[src/rtl/alu_serial_ctrl.sv]
// Bit-serial controller driving an external 1-bit ALU slice, LSB first.
// Optional macro ALU_SERIAL_OVF_EN: signed overflow flag and signed SLT.
module alu_serial_ctrl #(
  parameter int WIDTH = 16
) (
  input  logic             Clock,
  input  logic             ResetN,
  input  logic             Start,
  input  logic [WIDTH-1:0] OpA,
  input  logic [WIDTH-1:0] OpB,
  input  logic [4:0]       AluCtrl,
  output logic             SliceA,
  output logic             SliceB,
  output logic             SliceCIN,
  output logic             SliceAInvert,
  output logic             SliceBInvert,
  output logic             SliceLess,
  output logic [2:0]       SliceOp,
  input  logic             SliceResult,
  input  logic             SliceCarryOut,
  output logic             Busy,
  output logic             Done,
  output logic [WIDTH-1:0] Result,
  output logic             CarryOut,
  output logic             Zero,
  output logic             Overflow,
  output logic             Illegal
);

  localparam int IW = (WIDTH > 1) ? $clog2(WIDTH) : 1;
  localparam logic [IW-1:0] LAST = IW'(WIDTH - 1);

  localparam logic [2:0] OP_AND = 3'b000;
  localparam logic [2:0] OP_SUB = 3'b001;
  localparam logic [2:0] OP_ADD = 3'b100;
  localparam logic [2:0] OP_SLT = 3'b101;

  typedef enum logic [1:0] {
    S_IDLE,
    S_RUN,
    S_LESS,
    S_DONE
  } state_t;

  state_t           state;
  state_t           nxt;
  logic [IW-1:0]    idx;
  logic             cr;
  logic [WIDTH-1:0] a_q;
  logic [WIDTH-1:0] b_q;
  logic             ainv_q;
  logic             binv_q;
  logic [2:0]       op_q;
  logic             s_q;
  logic [WIDTH-1:0] res_nxt;
  logic             last;
  logic             legal;
  logic             arith;
  logic             init_c;
  logic             ovf_c;
  logic             sign_c;

  assign last   = (idx == LAST);
  assign legal  = (AluCtrl[2:0] <= OP_SLT);
  assign arith  = (op_q == OP_ADD) || (op_q == OP_SUB);
  assign init_c = (op_q == OP_SUB) || (op_q == OP_SLT) || binv_q;

  // carry into the MSB differs from carry out on signed overflow
`ifdef ALU_SERIAL_OVF_EN
  assign ovf_c = SliceCIN ^ SliceCarryOut;
`else
  assign ovf_c = 1'b0;
`endif
  assign sign_c = SliceResult ^ ovf_c;

  // result with the current slice bit merged in
  always_comb begin
    res_nxt      = Result;
    res_nxt[idx] = SliceResult;
  end

  // state register
  always_ff @(posedge Clock) begin
    if (!ResetN) state <= S_IDLE;
    else         state <= nxt;
  end

  // next state and slice drive
  always_comb begin
    nxt          = state;
    SliceA       = 1'b0;
    SliceB       = 1'b0;
    SliceCIN     = 1'b0;
    SliceAInvert = 1'b0;
    SliceBInvert = 1'b0;
    SliceLess    = 1'b0;
    SliceOp      = OP_AND;
    Busy         = 1'b0;
    Done         = 1'b0;
    unique case (state)
      S_IDLE: begin
        if (Start) nxt = legal ? S_RUN : S_DONE;
      end
      S_RUN: begin
        Busy         = 1'b1;
        SliceA       = a_q[idx];
        SliceB       = b_q[idx];
        SliceCIN     = (idx == '0) ? init_c : cr;
        SliceAInvert = ainv_q;
        SliceBInvert = binv_q;
        SliceOp      = (op_q == OP_SLT) ? OP_SUB : op_q;
        if (last) nxt = (op_q == OP_SLT) ? S_LESS : S_DONE;
      end
      S_LESS: begin
        Busy      = 1'b1;
        SliceOp   = OP_SLT;
        SliceLess = (idx == '0) ? s_q : 1'b0;
        if (last) nxt = S_DONE;
      end
      S_DONE: begin
        Done = 1'b1;
        nxt  = S_IDLE;
      end
    endcase
  end

  // operand capture, result assembly and flags
  always_ff @(posedge Clock) begin
    if (!ResetN) begin
      idx      <= '0;
      cr       <= 1'b0;
      a_q      <= '0;
      b_q      <= '0;
      ainv_q   <= 1'b0;
      binv_q   <= 1'b0;
      op_q     <= OP_AND;
      s_q      <= 1'b0;
      Result   <= '0;
      CarryOut <= 1'b0;
      Zero     <= 1'b0;
      Overflow <= 1'b0;
      Illegal  <= 1'b0;
    end else begin
      unique case (state)
        S_IDLE: begin
          if (Start) begin
            a_q      <= OpA;
            b_q      <= OpB;
            ainv_q   <= AluCtrl[4];
            binv_q   <= AluCtrl[3];
            op_q     <= AluCtrl[2:0];
            idx      <= '0;
            cr       <= 1'b0;
            s_q      <= 1'b0;
            Result   <= '0;
            CarryOut <= 1'b0;
            Overflow <= 1'b0;
            Illegal  <= !legal;
            Zero     <= !legal;
          end
        end
        S_RUN: begin
          cr     <= SliceCarryOut;
          Result <= res_nxt;
          idx    <= last ? '0 : idx + IW'(1);
          if (last) begin
            CarryOut <= SliceCarryOut;
            Overflow <= arith & ovf_c;
            s_q      <= sign_c;
            Zero     <= (res_nxt == '0);
          end
        end
        S_LESS: begin
          Result <= res_nxt;
          idx    <= last ? '0 : idx + IW'(1);
          if (last) Zero <= (res_nxt == '0);
        end
        S_DONE: ;
      endcase
    end
  end

endmodule

[config.mk]
export PLATFORM = sky130hd
export DESIGN_NAME = alu_serial_ctrl
export DESIGN_NICKNAME = d
export VERILOG_FILES = /design/src/rtl/alu_serial_ctrl.sv
export SDC_FILE = /design/constraint.sdc
export NUM_CORES = 1
export LEC_CHECK = 0
export ABC_AREA = 0
export CORE_ASPECT_RATIO = 0.8
export CORE_MARGIN = 8
export CORE_UTILIZATION = 50
export CTS_BUF_LIST = sky130_fd_sc_hd__clkbuf_4 sky130_fd_sc_hd__clkbuf_8 sky130_fd_sc_hd__clkbuf_16
export CTS_CLUSTER_DIAMETER = 100
export DETAILED_ROUTE_END_ITERATION = 12
export GPL_TIMING_DRIVEN = 0
export PLACE_DENSITY = 0.78
export SLEW_MARGIN = 10
export SYNTH_ARGS = -nofsm -noshare
export SYNTH_HDL_FRONTEND = slang
export SYNTH_SLANG_ARGS = --single-unit
export TNS_END_PERCENT = 5
[constraint.sdc]
create_clock -name Clock -period 2.9 [get_ports Clock]
set_clock_uncertainty 0.05 [all_clocks]
set_input_delay 0.58 -clock Clock [delete_from_list [all_inputs] [get_ports Clock]]
set_output_delay 0.58 -clock Clock [all_outputs]
set_load 0.01 [all_outputs]
* Yosys cells after proc, flatten, opt, wreduce, memory -nomap -nowiden
Index checks and enable logic that the tools add are counted.
** Word-level totals
- Register bits :: 65
- Output and inout port bits :: 31
- Word-level logic and storage cells :: 85
** Cells by class
- Add/sub/neg operators :: 1
- $lt $le $gt $ge :: 3
- Equal/unequal tests :: 10
- Mux-type cells :: 41
- Reductions and logical operators :: 16
** Operators with widths (count)
- $pmux 16 s2 :: 1
- $mux 1 :: 20
- $bwmux 16 :: 1
- $logic_not 16->1 :: 1
- $mux 16 :: 1
- $pmux 1 s2 :: 5
- $reduce_and 3->1 :: 3
- $bmux 1 s4 :: 2
- $mux 2 :: 4
- $mux 4 :: 2
- $pmux 2 s4 :: 1
- $pmux 4 s2 :: 1
- $ne 2x2->1 const B :: 3
- $pmux 3 s2 :: 1
- $reduce_and 2->1 :: 3
- $lt 4x5->1 const B :: 1
- $add 4x1->4 const B :: 1
- $demux 1 s4 :: 1
- $eq 2x2->1 const B :: 2
- $eq 4x4->1 const B :: 1
- $ge 4x1->1 const B :: 1
- $logic_not 4->1 :: 1
- $reduce_bool 2->1 :: 2
- $eq 3x1->1 const B :: 1
- 10 further kinds :: 11

* Logic depth before layout (Yosys ltp)
Gate-level depths: netlist of the first run.
- Word-level depth :: 8
- Gate-level depth with buffers :: 10

* Least setup slack after synthesis of the first run
No wires, ideal clock.
- Kind :: reg-to-output
- Start :: reg idx[0]
- End :: out SliceA
- Arrival :: 1.862 ns
- Required time :: 2.270 ns
- Setup slack :: 0.408 ns
- Stages on the path, launching flop included :: 5
- Cells stage by stage :: dfxtp_1 buf_2 mux4_2 mux4_2 and2_1
** Between the ends
- Word-level cells in the longest chain between the ends :: 3
** RTL lines
- start, declared :: RTL line 47 : logic [IW-1:0] idx;
- start signal, assigned :: RTL line 165 : idx <= last ? '0 : idx + IW'(1);
- start signal, assigned :: RTL line 175 : idx <= last ? '0 : idx + IW'(1);
- $bmux 1 s4 :: RTL line 106 : SliceA = a_q[idx];
- $mux 1 (not written as such) :: RTL line 106
- $mux 1 :: RTL line 100 : unique case (state)
- end, declared :: RTL line 12 : output logic SliceA,
No other way between the ends. The select of a mux whose other input is x is not followed.

* Worst setup path after layout of the first run
- Start :: reg state[0]
- End :: out SliceOp[0]
** Between the ends
- Word-level cells in the longest chain between the ends :: 2
- Elaborated cells between the ends (all ways) :: 3
- Those cells by class :: eq/ne (2); mux (1)
** RTL lines
- start, declared :: RTL line 45 : state_t state;
- start signal, assigned :: RTL line 85 : else state <= nxt;
- $eq 2x2->1 / $eq 2x1->1 (equally long branches) :: RTL line 100
- $pmux 3 s2 * :: RTL line 100
- end, declared :: RTL line 18 : output logic [2:0] SliceOp,
Every way passes the cells marked *; elsewhere a longest branch is shown, timed or not.

==> implementation parameters, run 1 <==
Parameter                              Value

CTS
  CTS Buf Count ... 9
  Clock root buffer ... sky130_fd_sc_hd__clkbuf_8
  Clock transition at path regs ... ~80 ps
  Sink count of the clock tree ... 64
  H-tree depth reported by CTS ... 3
  Insertion delay to the later sink of the worst-skew pair ... 360 ps
  TritonCTS clock tree ... done
  Maximum clock insertion buffer count ... 2

Hold path
  Hold-critical path depth ... 2
  Min-delay worst type ... flip-flop to flip-flop
  Start point of the worst min-delay path ... b_q[4]

Synthesis
  Number of synthesized flops with an enable pin ... 0
  Most used DFF post-synth ... sky130_fd_sc_hd__dfxtp_1
  Post-synthesis cell area ... 3480 µm²
  Post-synthesis async set-or-reset flop share ... 0%
  Avg Cell Area, Syn ... 8.187 µm²
  Number of cells produced by synthesis ... 425
  Synthesized netlist net count ... 478
  Post-synthesis register bit count ... 64
  Post-synthesis sequential area ratio ... 36.82%
  Unique masters post-synth ... between 40 and 50
  Number of warnings issued by yosys ... 0

Setup path
  Crit path cell chain ... inv_1 -> ha_1 -> buf_2 -> inv_1 -> nor2_1 -> clkdlybuf4s50_1
  Family with the most delay on the worst path ... buffers and inverters
  Depth of the worst register-to-register path ... 10
  Arrival @ worst endpoint ... 2200 ps
  Critical path startpoint ... state[0]
  Number of stages on the worst setup path ... 6
  Startpoint of the lowest-slack register-to-register path ... state[0]
  Worst Path Required ... 2270 ps
  Worst setup SP type ... flip-flop
  Maximum fanout along the worst path ... 8
  Category of the worst setup path capture point ... output pin
  Most common cell type on the critical path ... sky130_fd_sc_hd__inv_1
  Number of buffers and inverters on the critical path ... 4
  Standard cell with the maximum stage delay on the critical path ... sky130_fd_sc_hd__clkdlybuf4s50_1
  Critical path type ... flip-flop to output pin
  Delay contributed by the slowest stage of the critical path ... about 560 ps

Timing
  Number of failing setup endpoints in the final timing report ... 0
  Slew Viols, Final ... 0
  Relative max-transition margin ... 64.38%
  Number of hold violations in the final report ... 0
  Sum of negative setup slack ... 0 ps
  Unrepaired setup endpoints after global routing ... yes
  Final period util ... roughly 98%
  Highest attainable clock frequency ... 0.3530 GHz
  Slew at the pin closest to its max-slew limit ... 534.3 ps
  Clock period minus final worst setup slack ... 2833 ps

Drt
  Router iterations before antenna repair ... 5
  Detailed Route Iter0 Violations ... 231
  Average vias per placed instance ... 5.570
  Number of vias after detailed routing ... 3342
  Wire length per cell ... 17.00 µm
  DRC violation count after routing ... 0
  Detail Route Antenna Nets ... 0
  Wire length reported by the detailed router ... just over 10000 µm

Floorplan
  Number of primary I/O pins ... 73
  Placeable core region ... 6824 µm²
  Die area ... 9902 µm²
  Die Width ... 109.3 µm
  Initial Util ... 50.99%
  Std-Cell Rows ... 27
  Die Span Y ... 90.62 µm

Finish
  Net count of the finished layout ... 561
  Most common cell after layout, fill and taps aside ... sky130_fd_sc_hd__nand2_1
  Fraction of final layout cells sized beyond drive strength 1 ... just over 10%
  Top library cells by usage in the layout, fill and taps aside ... sky130_fd_sc_hd__nand2_1 (99), sky130_fd_sc_hd__clkdlybuf4s50_1 (66), sky130_fd_sc_hd__dfxtp_1 (61), sky130_fd_sc_hd__a21boi_0 (45), sky130_fd_sc_hd__o21ai_0 (28)
  Ant. Diodes ... 0
  Synth-to-Final Area Change ... 31.79%
  Post-route insts no fill ... 600

Pwr
  Leakage Power ... roughly 1.7 nW
  Total power consumption of the routed design ... 3.217 mW
  Power per standard cell area ... 701.5 nW/µm²
  Largest vdd supply drop ... 296.4 µV

Global route
  Antenna violations before repair ... 0
  Overall fraction of global-route tracks in use ... between 20% and 30%
  Pin count of the biggest net entering global routing ... 20
  Overflow after GRT ... 0
  First-pass GRT wire length ... 16550 µm
  Vias in the first global route ... ~3200

Run status
  Result of the run ... finished, final reports clean

Place
  Instance count after placement with tap cells included ... between 500 and 600
  Gp weighted congestion ... 0.8964
  Placed wire-length estimate after detailed placement ... 7486 µm
  Number of buffer cells added on primary ports ... 70

Run
  Max-cap violations ... 0
[sequential cells by signal (all words and copies together), names as in the netlist]
name,cells
s_q,1
cr,1
state,2
Illegal,1
CarryOut,1
Result,16
ainv_q,1
a_q,16
op_q,3
idx,4
Zero,1
b_q,16
binv_q,1
[final cells by class]
class,instances,area (µm²)
Clock buffer,9,123.9
Timing Repair Buffer,74,739.5
Multi-Input combinational cell,317,2013
Buffer,34,202.7
Inverter,8,30.03
Fill cell,541,2238
Clock inverter,7,80.08
Sequential cell,64,1287
Tap cell,87,108.9
[metal layers]
metal / vias to the layer above / global-route usage [%] / share of wire [%]
li1: 1628 / - / -
met1: 1556 / 28.60 / 44
met2: 143 / 32.19 / 46
met3: 15 / 5.777 / 8.6
met4: 0 / 6.734 / 1.5
met5: - / 0 / 0
[report_power, final]
part	switching, mW	internal [mW]
logic	0.772	0.552
clock network	0.401	0.405
registers	0.0835	1.00
total	1.26	1.96
[cell usage after synthesis (all sizes together) (2+ instances only)]
cell type  number  area, µm²
mux4           10      225.2
and3            4      25.02
o22ai           2      12.51
a21oi          19      95.09
nor3b           3      22.52
a221oi          3      32.53
o21ai          28      140.1
nor2b          11      68.82
and2           17      106.4
nand2b          6      37.54
a31oi           6      37.54
nor3            4      20.02
dfxtp          64       1281
a21boi         45      337.8
nand3          12      65.06
buf            10      71.31
clkbuf         26      97.59
nand2          99      371.6
mux2i           6      60.06
nor2           10      37.54
inv             8      30.03
nand4           2      12.51
ha             11      137.6
[kinds of logic after synthesis]
kind of cell	synth area share (%)
AOI/OAI and AO/OA	21.97
adders and majority gates	3.955
buffers and inverters	5.717
DFF	36.82
muxes	8.522
other	0.1078
and+or+nand+nor	22.91
[path summary, 6_finish.rpt]
path / to / slack, ps
max: SliceOp[0] / 70
min: b_q[4] / 410
max reg2reg: Result[10] / 270
min reg2reg: b_q[4] / 410
[worst reg2reg max path, cell delays in order (launching register included)]
cell and delay [ps]:
sky130_fd_sc_hd__dfxtp_1 360, sky130_fd_sc_hd__inv_1 120, sky130_fd_sc_hd__ha_1 300, sky130_fd_sc_hd__nand2b_1 100, sky130_fd_sc_hd__clkbuf_1 270, sky130_fd_sc_hd__and2_1 180
sky130_fd_sc_hd__clkbuf_1 360, sky130_fd_sc_hd__nand2_1 260, sky130_fd_sc_hd__nor2_1 270, sky130_fd_sc_hd__nand2_1 80, sky130_fd_sc_hd__a21boi_0 190
[metrics by stage]
stage	hold WS, ps	util (%)	area (µm²)	setup slack, ps
6_report	413.4	67.20	4586	66.97
5_1_grt	433.1	67.20	4586	-53.75
4_1_cts	415.6	66.76	4556	1.055
3_5_place_dp	405.4	62.85	4289	-401.8
3_3_place_gp	397.6	62.85	4289	-385.8
2_1_floorplan	388.8	-	3480	407.5
[repair_timing]
item                                    in CTS  in global routing
pin swaps                                    1                  1
gates resized for setup                     26                  8
hold buffers                                 0                  0
endpoints found under the setup margin      10                  5
setup buffers                                3                  0
gates cloned                                 0                  1
(Power assumes the default switching activity.)
==> inputs of run 2 (changes only) <==
- CORE_MARGIN: 8 -> not set
==> implementation parameters, run 2 (same netlist as run 1, synthesis figures left out) <==
Parameter                              Value

Global route
  Vias in the first global route ... 3160 (-2.7%)
  Antenna violations before repair ... 0 (unchanged)
  GR Layer Usage met3 ... 7.884% (+2.1 points)
  First-pass GRT wire length ... 15860 µm (-4.2%)
  Met1 track utilization from global routing ... 41.26% (+13 points)
  Pin count of the biggest net entering global routing ... 20 (unchanged)
  Most used routing layer ... met2
  Overflow after GRT ... 0 (unchanged)
  Grt met2 use ... 41.57% (+9.4 points)
  Overall fraction of global-route tracks in use ... 28.77% (+7.5 points)

Floorplan
  Number of primary I/O pins ... 73 (unchanged)
  Die Width ... 95.27 µm (-13%)
  Std-Cell Rows ... 26 (-3.7%)
  Die Span Y ... 76.62 µm (-15%)
  Initial Util ... 53.21% (+2.2 points)
  Placeable core region ... 6539 µm² (-4.2%)
  Die area ... 7299 µm² (-26%)

Timing
  Highest attainable clock frequency ... 0.3576 GHz (+1.3%)
  Unrepaired setup endpoints after global routing ... no
  Clock period minus final worst setup slack ... 2797 ps (-36.49 ps)
  Final period util ... 96.43% (-1.3 points)
  Relative max-transition margin ... 63.13% (-1.2 points)
  Slew at the pin closest to its max-slew limit ... 553.0 ps (+18.70 ps)
  Number of hold violations in the final report ... 0 (unchanged)
  Number of failing setup endpoints in the final timing report ... 0 (unchanged)
  Slew Viols, Final ... 0 (unchanged)

Place
  Number of buffer cells added on primary ports ... 70 (unchanged)
  Instance count after placement with tap cells included ... 579 (-0.52%)
  Gp weighted congestion ... 0.8848 (-1.3%)
  Placed wire-length estimate after detailed placement ... 7105 µm (-5.1%)

Setup path
  Crit path cell chain ... buf_12 -> mux4_2 -> mux4_2 -> and2_1 -> clkbuf_2
  Worst setup SP type ... flip-flop
  Category of the worst setup path capture point ... output pin
  Delay contributed by the slowest stage of the critical path ... 520 ps (-40 ps)
  Arrival @ worst endpoint ... 2170 ps (-30 ps)
  Depth of the worst register-to-register path ... 10 (unchanged)
  Most common cell type on the critical path ... sky130_fd_sc_hd__mux4_2
  Standard cell with the maximum stage delay on the critical path ... sky130_fd_sc_hd__mux4_2
  Destination of the worst register-to-register timing path ... Result[8]
  Slack of the worst reg-to-reg path ... 380 ps (+110 ps)
  Number of buffers and inverters on the critical path ... 2 (-2)
  Critical path type ... flip-flop to output pin
  Maximum fanout along the worst path ... 10 (+2)
  Family with the most delay on the worst path ... multiplexers
  Worst Path Required ... 2270 ps (about the same)
  Critical path startpoint ... idx[0]
  Number of stages on the worst setup path ... 5 (-1)
  Startpoint of the lowest-slack register-to-register path ... state[0]
  Setup crit end ... SliceA

CTS
  TritonCTS clock tree ... done
  CTS Buf Count ... 9 (unchanged)
  H-tree depth reported by CTS ... 3 (unchanged)
  Quantity of hold-fixing buffers added after cts ... 0 (unchanged)
  Clock transition at path regs ... 80 ps (about the same)
  Sink count of the clock tree ... 64 (unchanged)
  Clock root buffer ... sky130_fd_sc_hd__clkbuf_8
  Maximum clock insertion buffer count ... 2 (unchanged)
  Insertion delay to the later sink of the worst-skew pair ... 360 ps (about the same)

Run status
  Result of the run ... finished, final reports clean

Drt
  Detail Route Antenna Nets ... 0 (unchanged)
  Average vias per placed instance ... 5.709 (+2.5%)
  Detailed Route Iter0 Violations ... 229 (-0.87%)
  DRC violation count after routing ... 0 (unchanged)
  Router iterations before antenna repair ... 5 (unchanged)
  Number of vias after detailed routing ... 3397 (+1.6%)
  Wire length per cell ... 16.36 µm (-3.8%)
  Wire length reported by the detailed router ... 9735 µm (-4.6%)

Finish
  Finished Core Util ... 69.36% (+2.2 points)
  Registers with the most flip-flops ... Result x16, a_q x16, b_q x16
  Top library cells by usage in the layout, fill and taps aside ... sky130_fd_sc_hd__nand2_1 (99), sky130_fd_sc_hd__clkdlybuf4s50_1 (66), sky130_fd_sc_hd__dfxtp_1 (61), sky130_fd_sc_hd__a21boi_0 (45), sky130_fd_sc_hd__o21ai_0 (28)
  Most common cell after layout, fill and taps aside ... sky130_fd_sc_hd__nand2_1
  Net count of the finished layout ... 559 (-0.36%)
  Fraction of final layout cells sized beyond drive strength 1 ... 9.980% (-0.16 points)
  Synth-to-Final Area Change ... 30.35%
  Ant. Diodes ... 0 (unchanged)
  Post-route insts no fill ... 595 (-0.83%)

Pwr
  Power per standard cell area ... 689.2 nW/µm² (-1.7%)
  Largest vdd supply drop ... 372.3 µV (+26%)
  Leakage Power ... 1.706 nW (-1.7%)

Run
  Max-cap violations ... 0 (unchanged)

Hold path
  Min-delay worst type ... flip-flop to flip-flop
  Hold-critical path depth ... 2 (unchanged)
[run 2: power breakdown]
group | internal [mW] | switching, mW
Combinational | 0.527 | 0.773
Sequential | 1.00 | 0.0779
Clock | 0.361 | 0.385
Total | 1.89 | 1.24
[run 2: worst min-delay path by stage]
stage | startpoint | to
final | a_q[14] | a_q[14]
after global routing | ainv_q | ainv_q
after floorplan | ainv_q | ainv_q
after detailed placement | a_q[14] | a_q[14]
after CTS | ainv_q | ainv_q
after global placement | ainv_q | ainv_q
[run 2: layout make-up]
class                           instances  area (µm²)
Buffer                                 33       197.7
Clock buffer                           11       151.4
Clock inverter                          5       40.04
Fill cell                             545        2003
Inverter                                8       30.03
Multi-Input combinational cell        317        2013
Sequential cell                        64        1287
Tap cell                               84       105.1
Timing Repair Buffer                   73       710.7
[run 2: routing by layer]
metal  wire length, µm  part of all wire [%]  vias to the layer above
met2              4193                    43                      165
met3               794                   8.2                       17
met1              4582                    47                     1591
met5                 0                     0                        -
li1                  -                     -                     1624
met4               163                   1.7                        0
[run 2: timing repair]
item	CTS	global route
gates resized for setup	22	8
pin swaps	1	1
buffers inserted	3	0
endpoints found under the setup margin	9	7
[run 2: through the flow]
step                      power (mW)  hold slack, ps  worst slack (ps)  area [µm²]  TNS [ps]
after floorplan                1.860           388.8             407.5        3480         0
final                          3.126           413.0             103.5        4536         0
after CTS                      3.078           415.6             1.622        4538         0
after detailed placement       2.275           406.6            -379.4        4285     -1355
after global routing           3.307           432.9             6.845        4536         0
after global placement         2.237           395.4            -342.7        4285     -1278
[run 2: worst reg2reg max path: stages, from the launching register on]
cell                       delay [ps]
sky130_fd_sc_hd__dfxtp_1          370
sky130_fd_sc_hd__inv_1            110
sky130_fd_sc_hd__ha_2             250
sky130_fd_sc_hd__nand2b_1          80
sky130_fd_sc_hd__clkbuf_1         290
sky130_fd_sc_hd__and2_1           180
sky130_fd_sc_hd__clkbuf_1         340
sky130_fd_sc_hd__nand2_1          260
sky130_fd_sc_hd__nor2_1           270
sky130_fd_sc_hd__nand2_1           70
sky130_fd_sc_hd__a21boi_0         180
